## src/rtl/cond_logic_mc.sv

```systemverilog
// rtl/cond_logic_mc.sv - conditional-execution stage of the multicycle ARM control path
module cond_logic_mc #(
  parameter logic [3:0] FLAG_RST    = 4'b0000,
  parameter logic       UNCOND_PASS = 1'b1
) (
  input  logic       clk,
  input  logic       Reset,
  input  logic [3:0] Cond,
  input  logic [3:0] ALUFlags,
  input  logic [1:0] FlagW,
  input  logic       Branch,
  input  logic       RegW,
  input  logic       MemW,
  input  logic       NextPC,
  output logic       PCWrite,
  output logic       RegWrite,
  output logic       MemWrite,
  output logic [3:0] Flags,
  output logic       CondExQ
);

  // Flag register split into the two independently written halves.
  logic [1:0] nz_q, nz_d;
  logic [1:0] cv_q, cv_d;
  logic       condex_q, condex_d;
  logic       cond_ex;

  logic flag_n, flag_z, flag_c, flag_v;

  assign flag_n = nz_q[1];
  assign flag_z = nz_q[0];
  assign flag_c = cv_q[1];
  assign flag_v = cv_q[0];

  // Condition evaluation against the registered (pre-update) flags.
  always_comb begin
    cond_ex = 1'b0;
    case (Cond)
      4'b0000: cond_ex = flag_z;
      4'b0001: cond_ex = ~flag_z;
      4'b0010: cond_ex = flag_c;
      4'b0011: cond_ex = ~flag_c;
      4'b0100: cond_ex = flag_n;
      4'b0101: cond_ex = ~flag_n;
      4'b0110: cond_ex = flag_v;
      4'b0111: cond_ex = ~flag_v;
      4'b1000: cond_ex = flag_c & ~flag_z;
      4'b1001: cond_ex = ~flag_c | flag_z;
      4'b1010: cond_ex = (flag_n == flag_v);
      4'b1011: cond_ex = (flag_n != flag_v);
      4'b1100: cond_ex = ~flag_z & (flag_n == flag_v);
      4'b1101: cond_ex = flag_z | (flag_n != flag_v);
      4'b1110: cond_ex = 1'b1;
      default: cond_ex = UNCOND_PASS;
    endcase
  end

  // Next-state: each flag half loads only when requested and the condition passes.
  always_comb begin
    nz_d     = nz_q;
    cv_d     = cv_q;
    condex_d = cond_ex;
    if (FlagW[1] && cond_ex) begin
      nz_d = ALUFlags[3:2];
    end
    if (FlagW[0] && cond_ex) begin
      cv_d = ALUFlags[1:0];
    end
  end

  // State registers; reset wins over any simultaneous flag write.
  always_ff @(posedge clk) begin
    if (Reset) begin
      nz_q     <= FLAG_RST[3:2];
      cv_q     <= FLAG_RST[1:0];
      condex_q <= 1'b0;
    end else begin
      nz_q     <= nz_d;
      cv_q     <= cv_d;
      condex_q <= condex_d;
    end
  end

  // Gated write enables; fetch (NextPC) is never condition-gated, and reset
  // suppresses every enable combinationally.
  always_comb begin
    PCWrite  = 1'b0;
    RegWrite = 1'b0;
    MemWrite = 1'b0;
    if (!Reset) begin
      PCWrite  = NextPC | (Branch & cond_ex);
      RegWrite = RegW & condex_q;
      MemWrite = MemW & condex_q;
    end
  end

  assign Flags   = {nz_q, cv_q};
  assign CondExQ = condex_q;

endmodule

```

## config.mk

```make
export PLATFORM = sky130hd
export DESIGN_NAME = cond_logic_mc
export DESIGN_NICKNAME = d
export VERILOG_FILES = /design/src/rtl/cond_logic_mc.sv
export SDC_FILE = /design/constraint.sdc
export NUM_CORES = 1
export LEC_CHECK = 0
export CAP_MARGIN = 20
export CORE_MARGIN = 1.5
export CORE_UTILIZATION = 30
export DETAILED_ROUTE_END_ITERATION = 12
export PLACE_DENSITY = 0.71
export SLEW_MARGIN = 20
export SYNTH_ARGS = -nofsm -noshare
export SYNTH_HDL_FRONTEND = slang
export SYNTH_SLANG_ARGS = --single-unit
```

## constraint.sdc

```tcl
create_clock -name clk -period 4.2 [get_ports clk]
set_clock_uncertainty 0.05 [all_clocks]
set_input_delay 0.63 -clock clk [delete_from_list [all_inputs] [get_ports clk]]
set_output_delay 0.63 -clock clk [all_outputs]
set_load 0.1 [all_outputs]
```

==> impl_metrics.json <==
{
  "whs_ns": 0.4839,
  "cp_num_buf_inv": 2,
  "setup_tns_ns": 0,
  "fin_nets": 96,
  "slew_violations": 0,
  "post_cts_buffers": 0,
  "power.density_nw_per_um2": 291.5,
  "dr_total_vias": 473,
  "ios": 24,
  "maxSlewHeadroom_pct": 35.55,
  "fin_crit_sh_pct": 78.12,
  "cp_top_family": "buffers and inverters",
  "place_congestion": 0.7224,
  "power.internal_w": 0.0001229,
  "dieWidth_um": 41.75,
  "cts_resized": 0,
  "final_common_cell": "clkdlybuf4s50_1",
  "route.detailed.drc": 0,
  "htreeDepth": 1,
  "critical_path_class": "input pin to output port",
  "postPlaceCellArea_sq_um": 676.9,
  "synthDistinctLibCells": 30,
  "yosysWarnings": 0,
  "yosys.area.top_type_share_pct": 22.22,
  "dr.pass1.iters": 2,
  "holdCritPathClass": "register to register",
  "crit_arrival_ns": 2.60,
  "syn_inst": 54,
  "grt_max_degree": 13,
  "clock_sinks": 5,
  "hold_buffers": 0,
  "syn_area_per_cell_sq_um": 8.341,
  "overflow": 0,
  "syn_nets": 70,
  "port_buffers": 23,
  "core_sq_um": 1350,
  "wl_met3_um": 81,
  "worstMarginPinSlew_ns": 0.9638,
  "setup_viol": 0,
  "yosysTopAreaCell": "dfxtp_1",
  "combPwrFrac_pct": 45.7,
  "diodes": 0,
  "slowest_delay_ns": 0.56,
  "wirelength_um": 977,
  "wl_met2_um": 447,
  "clk_latency_ns": 0.24,
  "finalHoldViolCount": 0,
  "clock-root-buffer": "clkbuf_4",
  "drive_gt1_share_pct": 11.39,
  "path_cells": "clkdlybuf4s50_1 > or4b_1 > o22ai_1 > o21ai_1 > o211ai_2 > a21oi_1 > nor2_1 > buf_4",
  "cp_slowest_cell": "or4b_1",
  "grt_first_pass_wirelength_um": 1718,
  "pwr-share-clk_pct": 26.5,
  "path_clk_slew_ns": 0.04,
  "dieHeight_um": 41.75,
  "rsz0062_at_grt": "no",
  "first_global_vias": 438,
  "start_util_pct": 33.36,
  "fin_area_sq_um": 703.2,
  "antenna_found_initial": 0,
  "dieArea_sq_um": 1743,
  "swShare_pct": 40.03,
  "grtUsageTotal_pct": 12.76,
  "critPathLaunchType": "input pin",
  "p_seq_share_pct": 27.8,
  "clockBufferDepth": 2,
  "wire_per_inst_um": 10.39,
  "vias_per_cell": 5.032,
  "cts_tree": "built",
  "synth-seq-cells": 5,
  "fp-row-count": 13,
  "yosysSeqAreaShare_pct": 22.22,
  "area_growth_pct": 56.11,
  "peakVddDrop_uv": 129.5,
  "highest-signal-layer": "met3",
  "cp.required_ns": 3.52,
  "status": "finished clean",
  "antenna_left": 0,
  "critical_path.max_fanout": 10,
  "fmax_mhz": 304.8,
  "wl_met1_um": 448,
  "syn-cell-area_sq_um": 450.4,
  "p_leak_nw": 0.2959,
  "end_kind": "output port",
  "maxCapViolCount": 0,
  "initialDrtViolationCount": 8,
  "cts_buffers": 3,
  "switchingPower_w": 0.00008205,
  "yosys-top-cells-area": "dfxtp_1, nand2b_1, mux2i_1",
  "period_minus_slack_ns": 3.281,
  "final_cell_mix": "clkdlybuf4s50_1, nand2b_1, dfxtp_1, mux2i_1"
}
final timing paths:
check	start	end	slack [ns]	cells after the start
hold / removal	cv_q[1]$_SDFFE_PP0P_	cv_q[1]$_SDFFE_PP0P_	0.48	2
setup reg to reg	cv_q[0]$_SDFFE_PP0P_	cv_q[1]$_SDFFE_PP0P_	2.43	6
hold reg to reg	cv_q[1]$_SDFFE_PP0P_	cv_q[1]$_SDFFE_PP0P_	0.48	2
setup / recovery	Cond[0]	PCWrite	0.92	8
cell usage after synthesis, drive strengths merged:
cell	count
inv	3
o221ai	1
mux2i	5
o22ai	1
clkbuf	1
a211oi	1
xnor2	2
nor2	1
or2b	2
nand4bb	1
buf	1
nor3	1
nand3b	1
and3	1
o21ai	2
xor2	1
nand2	3
or4b	1
a21boi	1
dfxtp	5
nand2b	10
a21oi	2
o311ai	1
and2	1
and3b	2
o211ai	1
nor2b	1
nor4b	1
flip-flops by register name, indices dropped and copies added, names as in the netlist:
name	flops
nz_q	2
cv_q	2
CondExQ	1
stage by stage:
step           instances  total power [W]  utilization, %  setup slack (ns)
2_1_floorplan         54        0.0001232               -            0.4775
6_report              94        0.0002050           52.09            0.9190
3_3_place_gp          90        0.0001516           50.14            0.9463
4_1_cts               94        0.0002101           52.09            0.9035
3_5_place_dp          90        0.0001521           50.14            0.9095
5_1_grt               94        0.0002175           52.09            0.7450
metal layers:
metal,up-vias,GRT usage (%)
met3,0,4.348
met4,0,7.742
met2,20,17.19
li1,240,-
met5,-,0
met1,213,17.10
worst reg2reg max path: stages (launching register included):
cell and delay, ns:
dfxtp_1 0.45, xor2_1 0.21, o221ai_1 0.14, o311ai_1 0.33, o211ai_2 0.20, nand2_2 0.14, mux2i_1 0.18
power by group through the flow:
stage                      clock, W  combinational, W  sequential, W
after detailed placement          0         0.0000943      0.0000578
final                     0.0000542         0.0000937      0.0000570
after global placement            0         0.0000939      0.0000577
after floorplan                   0         0.0000390      0.0000841
after global routing      0.0000599         0.0000994      0.0000581
after CTS                 0.0000586         0.0000945      0.0000571
area by class of cell:
type | count | area (sq um)
clock buffer | 4 | 26.28
fill | 129 | 646.9
inverter | 3 | 11.26
multi-input combinational | 44 | 324.1
sequential | 5 | 100.1
tap | 15 | 18.77
timing repair buffer | 23 | 222.7
cell families after synthesis:
family          count (synthesis)  share of synthesized area, %
compound gates                 10                         15.83
simple gates                   26                         39.17
mux                             5                         11.11
flops                           5                         22.22
xor+xnor                        3                         5.834
buf+inv                         5                         5.832
Power figures use the tool's default switching activity.
